File: src/rtl/as_edge_detect_multi_pkg.sv
// Shared definitions for the multi-channel async edge detector.
// Optional sticky event flags are built when AS_EDGE_STICKY_EN is defined.
package as_edge_detect_multi_pkg;

  // Per-channel edge select encoding.
  typedef enum logic [1:0] {
    EDGE_OFF  = 2'b00,
    EDGE_RISE = 2'b01,
    EDGE_FALL = 2'b10,
    EDGE_BOTH = 2'b11
  } edge_mode_e;

  // Ceiling log2 with a floor of one bit, used to size the filter counter.
  function automatic int unsigned clog2(input int unsigned value);
    int unsigned res;
    res = 0;
    for (int unsigned n = value - 1; n > 0; n = n >> 1) begin
      res = res + 1;
    end
    if (res == 0) res = 1;
    return res;
  endfunction

endpackage

File: src/rtl/as_edge_detect_multi_if.sv
// Channel bus of the multi-channel edge detector.
interface as_edge_detect_multi_if #(
  parameter int unsigned CHANNELS = 4
);

  logic [CHANNELS-1:0]   din;
  logic [2*CHANNELS-1:0] mode;
  logic [CHANNELS-1:0]   evt_clr;
  logic [CHANNELS-1:0]   dout;
  logic [CHANNELS-1:0]   level;
  logic [CHANNELS-1:0]   evt;

  modport master (
    output din, mode, evt_clr,
    input  dout, level, evt
  );

  modport slave (
    input  din, mode, evt_clr,
    output dout, level, evt
  );

endinterface

File: src/rtl/as_edge_chan.sv
// One channel: synchroniser, stability filter, edge qualifier, optional sticky flag.
// Sticky flag is built only when AS_EDGE_STICKY_EN is defined.
module as_edge_chan
  import as_edge_detect_multi_pkg::*;
#(
  parameter int unsigned SYNC_STAGES = 2,
  parameter int unsigned FILTER_CNT  = 1,
  parameter logic        RESET_LEVEL = 1'b0
) (
  input  logic       clk,
  input  logic       rst_b,
  input  logic       din,
  input  logic [1:0] mode,
  input  logic       evt_clr,
  output logic       dout,
  output logic       level,
  output logic       evt
);

  localparam int unsigned CW = clog2(FILTER_CNT + 1);

  logic [SYNC_STAGES-1:0] sync_q;
  logic [CW-1:0]          cnt_q;
  logic [CW-1:0]          cnt_d;
  logic                   level_d;
  logic                   dout_d;
  logic                   synced;

  assign synced = sync_q[SYNC_STAGES-1];

  // Synchroniser chain, filter state and pulse register, all on the falling edge.
  always_ff @(negedge clk or negedge rst_b) begin
    if (!rst_b) begin
      sync_q <= {SYNC_STAGES{RESET_LEVEL}};
      cnt_q  <= '0;
      level  <= RESET_LEVEL;
      dout   <= 1'b0;
    end else begin
      sync_q <= {sync_q[SYNC_STAGES-2:0], din};
      cnt_q  <= cnt_d;
      level  <= level_d;
      dout   <= dout_d;
    end
  end

  // Filter: accept a new level after FILTER_CNT consecutive differing samples.
  always_comb begin
    cnt_d   = '0;
    level_d = level;
    dout_d  = 1'b0;
    if (synced != level) begin
      if (cnt_q == CW'(FILTER_CNT - 1)) begin
        level_d = synced;
        dout_d  = synced ? (mode == EDGE_RISE || mode == EDGE_BOTH)
                         : (mode == EDGE_FALL || mode == EDGE_BOTH);
      end else begin
        cnt_d = cnt_q + CW'(1);
      end
    end
  end

`ifdef AS_EDGE_STICKY_EN
  // Sticky flag: set by a pulse, held until cleared; a set beats a same-cycle clear.
  always_ff @(negedge clk or negedge rst_b) begin
    if (!rst_b) begin
      evt <= 1'b0;
    end else begin
      evt <= dout_d | (evt & ~evt_clr);
    end
  end
`else
  logic unused_evt_clr;
  assign unused_evt_clr = evt_clr;
  assign evt = 1'b0;
`endif

endmodule

File: src/rtl/as_edge_detect_multi.sv
// Multi-channel async edge detector: one as_edge_chan per input line.
// Optional sticky event flags are enabled by defining AS_EDGE_STICKY_EN.
module as_edge_detect_multi
  import as_edge_detect_multi_pkg::*;
#(
  parameter int unsigned         CHANNELS    = 4,
  parameter int unsigned         SYNC_STAGES = 2,
  parameter int unsigned         FILTER_CNT  = 1,
  parameter logic [CHANNELS-1:0] RESET_LEVEL = '0
) (
  input logic                  clk,
  input logic                  rst_b,
  as_edge_detect_multi_if.slave bus
);

  logic [CHANNELS-1:0] dout_w;
  logic [CHANNELS-1:0] level_w;
  logic [CHANNELS-1:0] evt_w;

  // Independent per-channel instances with sliced ports.
  for (genvar i = 0; i < CHANNELS; i++) begin : g_chan
    as_edge_chan #(
      .SYNC_STAGES (SYNC_STAGES),
      .FILTER_CNT  (FILTER_CNT),
      .RESET_LEVEL (RESET_LEVEL[i])
    ) u_chan (
      .clk     (clk),
      .rst_b   (rst_b),
      .din     (bus.din[i]),
      .mode    (bus.mode[2*i +: 2]),
      .evt_clr (bus.evt_clr[i]),
      .dout    (dout_w[i]),
      .level   (level_w[i]),
      .evt     (evt_w[i])
    );
  end

  assign bus.dout  = dout_w;
  assign bus.level = level_w;
  assign bus.evt   = evt_w;

endmodule

File: src/flat_wrapper.sv
// flat-port wrapper written by rule: the top's interface ports become plain ports
module as_edge_detect_multi_flat import as_edge_detect_multi_pkg::*;
#(
  parameter int unsigned         CHANNELS    = 4,
  parameter int unsigned         SYNC_STAGES = 2,
  parameter int unsigned         FILTER_CNT  = 1,
  parameter logic [CHANNELS-1:0] RESET_LEVEL = '0
)
  (clk, rst_b, bus_din, bus_mode, bus_evt_clr, bus_dout, bus_level, bus_evt);
  as_edge_detect_multi_if #(.CHANNELS(CHANNELS)) bus_i ();
  input logic clk;
  input logic rst_b;
  input wire logic [$bits(bus_i.din)-1:0] bus_din;
  input wire logic [$bits(bus_i.mode)-1:0] bus_mode;
  input wire logic [$bits(bus_i.evt_clr)-1:0] bus_evt_clr;
  output wire logic [$bits(bus_i.dout)-1:0] bus_dout;
  output wire logic [$bits(bus_i.level)-1:0] bus_level;
  output wire logic [$bits(bus_i.evt)-1:0] bus_evt;
  assign bus_i.din = bus_din;
  assign bus_i.mode = bus_mode;
  assign bus_i.evt_clr = bus_evt_clr;
  assign bus_dout = bus_i.dout;
  assign bus_level = bus_i.level;
  assign bus_evt = bus_i.evt;
  as_edge_detect_multi #(.CHANNELS(CHANNELS), .SYNC_STAGES(SYNC_STAGES), .FILTER_CNT(FILTER_CNT), .RESET_LEVEL(RESET_LEVEL)) u_core (.clk(clk), .rst_b(rst_b), .bus(bus_i));
endmodule
File: config.mk
export PLATFORM = sky130hd
export DESIGN_NAME = as_edge_detect_multi_flat
export DESIGN_NICKNAME = d
export VERILOG_FILES = /design/src/rtl/as_edge_detect_multi_pkg.sv /design/src/rtl/as_edge_detect_multi_if.sv /design/src/rtl/as_edge_chan.sv /design/src/rtl/as_edge_detect_multi.sv /design/src/flat_wrapper.sv
export SDC_FILE = /design/constraint.sdc
export NUM_CORES = 1
export LEC_CHECK = 0
export ABC_AREA = 1
export CAP_MARGIN = 10
export CORE_UTILIZATION = 34
export CTS_CLUSTER_DIAMETER = 150
export DETAILED_ROUTE_END_ITERATION = 8
export GPL_TIMING_DRIVEN = 0
export HOLD_SLACK_MARGIN = 0.12
export PLACE_DENSITY = 0.72
export RECOVER_POWER = 100
export SETUP_SLACK_MARGIN = 0.1
export SLEW_MARGIN = 25
export SYNTH_ARGS = -nofsm -noshare
export SYNTH_HDL_FRONTEND = slang
export SYNTH_SLANG_ARGS = --single-unit
File: constraint.sdc
create_clock -name clk -period 0.8 [get_ports clk]
set_input_delay 0.2 -clock clk [delete_from_list [all_inputs] [get_ports clk]]
set_output_delay 0.2 -clock clk [all_outputs]
set_load 0.02 [all_outputs]
# Yosys cells after proc, flatten, opt, wreduce, memory -nomap -nowiden
# Index checks and enable logic that the tools add are counted.
dict set report totals {
  rom_bits 0
  ff_bits 20
  memories 0
  wordCells 72
  latch_bits 0
  ram_bits 0
}
dict set report classes {
  n_mul 0
  shifts 0
  n_div 0
  n_reduce_logical 12
  bitwise 4
  muxes 20
  magnitude_cmp 0
  addsub 4
  eq_ne 16
}
# operator count
set ops {}
lappend ops {{$mux W1} 20}
lappend ops {{$eq A2 B2 Y1 const B} 8}
lappend ops {{$eq A2 B1 Y1 const B} 4}
lappend ops {{$logic_or A1 B1 Y1} 8}
lappend ops {{$reduce_and A2 Y1} 4}
lappend ops {{$add A1 B1 Y1 const B} 4}
lappend ops {{$ne A1 B1 Y1} 4}
lappend ops {{$not A1 Y1} 4}

# Longest topological paths before layout
dict set report logic_depth {
  ltp_word 5
  depth_mapped 3
  mapped_depth_nobuf 3
}

# Hierarchy
# From an unflattened synthesis, not the netlist that was laid out.
dict set report unflattened {
  cells_unflattened 48
  hier_area_um2 545.5
}
# module area_per_inst_um2 instances cells_each
set modules_own_cells {}
lappend modules_own_cells {as_edge_chan 136.4 4 12}

==> flow_metrics.py <==
metrics = {
    "global_routing": {
        "grt_max_degree": 17,
        "grt_pass1_wl_um": 1760,
        "gr-usage-all-layers_pct": 13.4,
        "overflow": 0,
        "grt_pass1_vias": 443,
        "antenna_found_initial": 0,
    },
    "power_and_ir_drop": {
        "leakage_uw": 0.000549,
        "pwr-share-comb_pct": 19.7,
        "ir_drop_mv": 0.995,
        "seqPwrFrac_pct": 55.2,
        "swShare_pct": 23.7,
        "internal-power_uw": 1220,
        "switchingPower_uw": 381,
        "power.density_nw_per_um2": 1590,
        "clockPowerShare_pct": 25.1,
    },
    "clocking": {
        "clkTransAtPathRegs_ns": 0.06,
        "clock_path_buffers": 2,
        "numCtsBuffers": 3,
        "cts_root_buf": "clkbuf_4",
        "cts_tree": "done",
        "ctsHoldBuffers": 0,
        "clk_latency_ns": 0.28,
        "h-tree-depth": 1,
        "cts_sinks": 16,
    },
    "sta": {
        "finalSetupViolCount": 12,
        "hold_viol": 0,
        "slew_viol_final": 0,
        "setup_slack_ns": -0.738,
        "finalSetupTns_ns": -6.30,
        "finClkSkew_ns": 0.00220,
        "holdWs_ns": 0.204,
        "grt_setup_unrepaired": "yes",
    },
    "synth": {
        "synth_top_cell_by_area": "dfrtn_1",
        "synth_seq_cells": 16,
        "avgSynthCellArea_um2": 11.2,
        "netlist_top_cells_area": "dfrtn_1 (67%), buf_4 (15%), nand3_1 (6.7%), inv_1 (5.1%), clkbuf_1 (2.5%)",
        "synthCells": 53,
        "yosys.area.top_type_share_pct": 67.4,
        "synth.distinct_cells": 7,
        "synth-seq-area-share_pct": 67.4,
        "yosys_warnings": 0,
        "syn_area_um2": 594,
    },
    "routing": {
        "dr.pass1.iters": 6,
        "drt-total-wl_um": 1080,
        "drc": 4,
        "drt_iter0_markers": 6,
        "drtAntennaViolNets": 0,
        "routedWlPerCell_um": 10.1,
        "vias_per_cell": 4.11,
        "num_vias": 440,
    },
    "worst_setup_path": {
        "reg2reg_slack_ns": -0.57,
        "r2r-start": "u_core.g_chan[2].u_chan.level",
        "worstRegToRegCells": 9,
        "critPathKind": "register to primary output",
        "required_ns": 0.60,
        "crit_slowest_cell": "dfrtn_1",
        "endpoint": "bus_level[2]",
        "crit_chain": "buf_6 -> buf_6",
        "end_kind": "primary output",
        "r2r-end": "u_core.g_chan[2].u_chan.dout",
        "cp-startpoint": "u_core.g_chan[2].u_chan.level",
        "cpMostUsedCell": "buf_6",
        "cp_slowest_stage_delay_ns": 0.45,
        "crit_path_max_fanout": 2,
        "worstPathArrival_ns": 1.34,
        "start_kind": "register",
    },
    "outcome": {
        "violations": "design-rule violations, negative setup slack",
        "status": "finished, violations left",
    },
    "floorplanning": {
        "rows": 14,
        "pin_count": 30,
        "start_util_pct": 37.7,
        "die_h_um": 43.8,
        "fp.dieW_um": 43.8,
        "core_um2": 1580,
        "dieArea_um2": 1920,
    },
    "placed_design": {
        "place_area_um2": 871,
        "port_buffers": 21,
        "place_hpwl_um": 630,
        "place_inst": 93,
        "place.gp.congestion": 0.693,
    },
    "flow_run": {
        "max-cap-violations": 0,
    },
    "finish": {
        "layout.cells.non_filler": 107,
        "final_core_util_pct": 64.2,
        "multi_input_area_um2": 95.1,
        "fill_cells": 140,
        "regArea_um2": 400,
        "fin_area_um2": 1010,
        "area_delta_synth_final_pct": 70.3,
        "nets": 111,
        "antenna_cells": 0,
        "layout-drive-gt1-share_pct": 45.1,
    },
    "worst_hold_path": {
        "hold_path_class": "input pin to asynchronous set/reset pin",
    },
}
-- layout make-up --
class	count	share of cell area, %
Buffer	16	11.9
Clock buffer	3	2.22
Inverter	8	2.97
Multi-Input combinational cell	16	9.39
Sequential cell	16	39.6
Tap cell	16	1.98
Timing Repair Buffer	32	32.0
-- power groups by stage --
stage / Combinational (µW) / Clock (µW) / Sequential, µW
after CTS: 308 / 413 / 884
final: 316 / 403 / 885
after global placement: 259 / 0 / 898
after detailed placement: 262 / 0 / 901
after floorplan: 133 / 0 / 895
after global routing: 339 / 460 / 889
-- worst min path at each step --
stage,from,cells after the start,end
global route,rst_b,1,u_core.g_chan[3].u_chan.dout
global placement,u_core.g_chan[3].u_chan.sync_q[0],0,u_core.g_chan[3].u_chan.sync_q[1]
floorplan,rst_b,0,u_core.g_chan[0].u_chan.dout
detailed placement,u_core.g_chan[0].u_chan.sync_q[0],0,u_core.g_chan[0].u_chan.sync_q[1]
finish,rst_b,1,u_core.g_chan[3].u_chan.dout
CTS,rst_b,1,u_core.g_chan[3].u_chan.dout
-- per-layer routing --
layer | part of all wire (%) | wire [µm] | global-route usage [%]
met1 | 37 | 395 | 12.2
met2 | 53 | 566 | 25.7
met3 | 8.4 | 90 | 2.92
met4 | 2.1 | 23 | 9.38
met5 | 0 | 0 | 0
-- synthesized netlist by cell type --
| master | instances |
|---|---|
| inv_1 | 8 |
| clkbuf_1 | 4 |
| dfrtn_1 | 16 |
| nand3_1 | 8 |
| conb_1 | 1 |
| nand2_1 | 4 |
| buf_4 | 12 |
-- cell families after synthesis --
family,after synthesis,share of synthesized area [%]
flip-flops,16,67.4
other,1,0.631
AND/OR/NAND/NOR,12,9.26
buffers and inverters,24,22.7
-- state kept, by name (all words and copies together) (netlist names) --
signal	flops
u_core.g_chan.u_chan.dout	4
u_core.g_chan.u_chan.level	4
u_core.g_chan.u_chan.sync_q	8
-- repair_timing --
item / 4_1_cts / 5_1_grt
setup endpoints to repair: 32 / 12
buffers inserted: 11 / 6
pin swaps: 6 / 2
gates resized for setup: 71 / 10
-- metrics by stage --
step                setup slack (ns)  total power [µW]
floorplan                     -0.336              1030
global placement              -0.917              1160
detailed placement            -0.920              1160
CTS                           -0.728              1610
global route                  -0.763              1690
finish                        -0.738              1600
-- placed cells by master, fill, tap and decap left out --
master | netlist | routed
clkbuf_1 | 4 | 4
buf_4 | 12 | 10
nand2_1 | 4 | 4
inv_1 | 8 | 7
dlygate4sd2_1 | 0 | 11
conb_1 | 1 | 4
buf_6 | 0 | 21
nand3_2 | 0 | 5
clkbuf_4 | 0 | 3
nand3_1 | 8 | 3
inv_2 | 0 | 1
clkdlybuf4s15_2 | 0 | 1
dfrtn_1 | 16 | 16
clkdlybuf4s15_1 | 0 | 1
-- critical path, delay by kind of cell (launching register included) --
family	cells	cell delay (ns)
DFF	1	0.45
buffers and inverters	2	0.21
(Power assumes the default switching activity.)
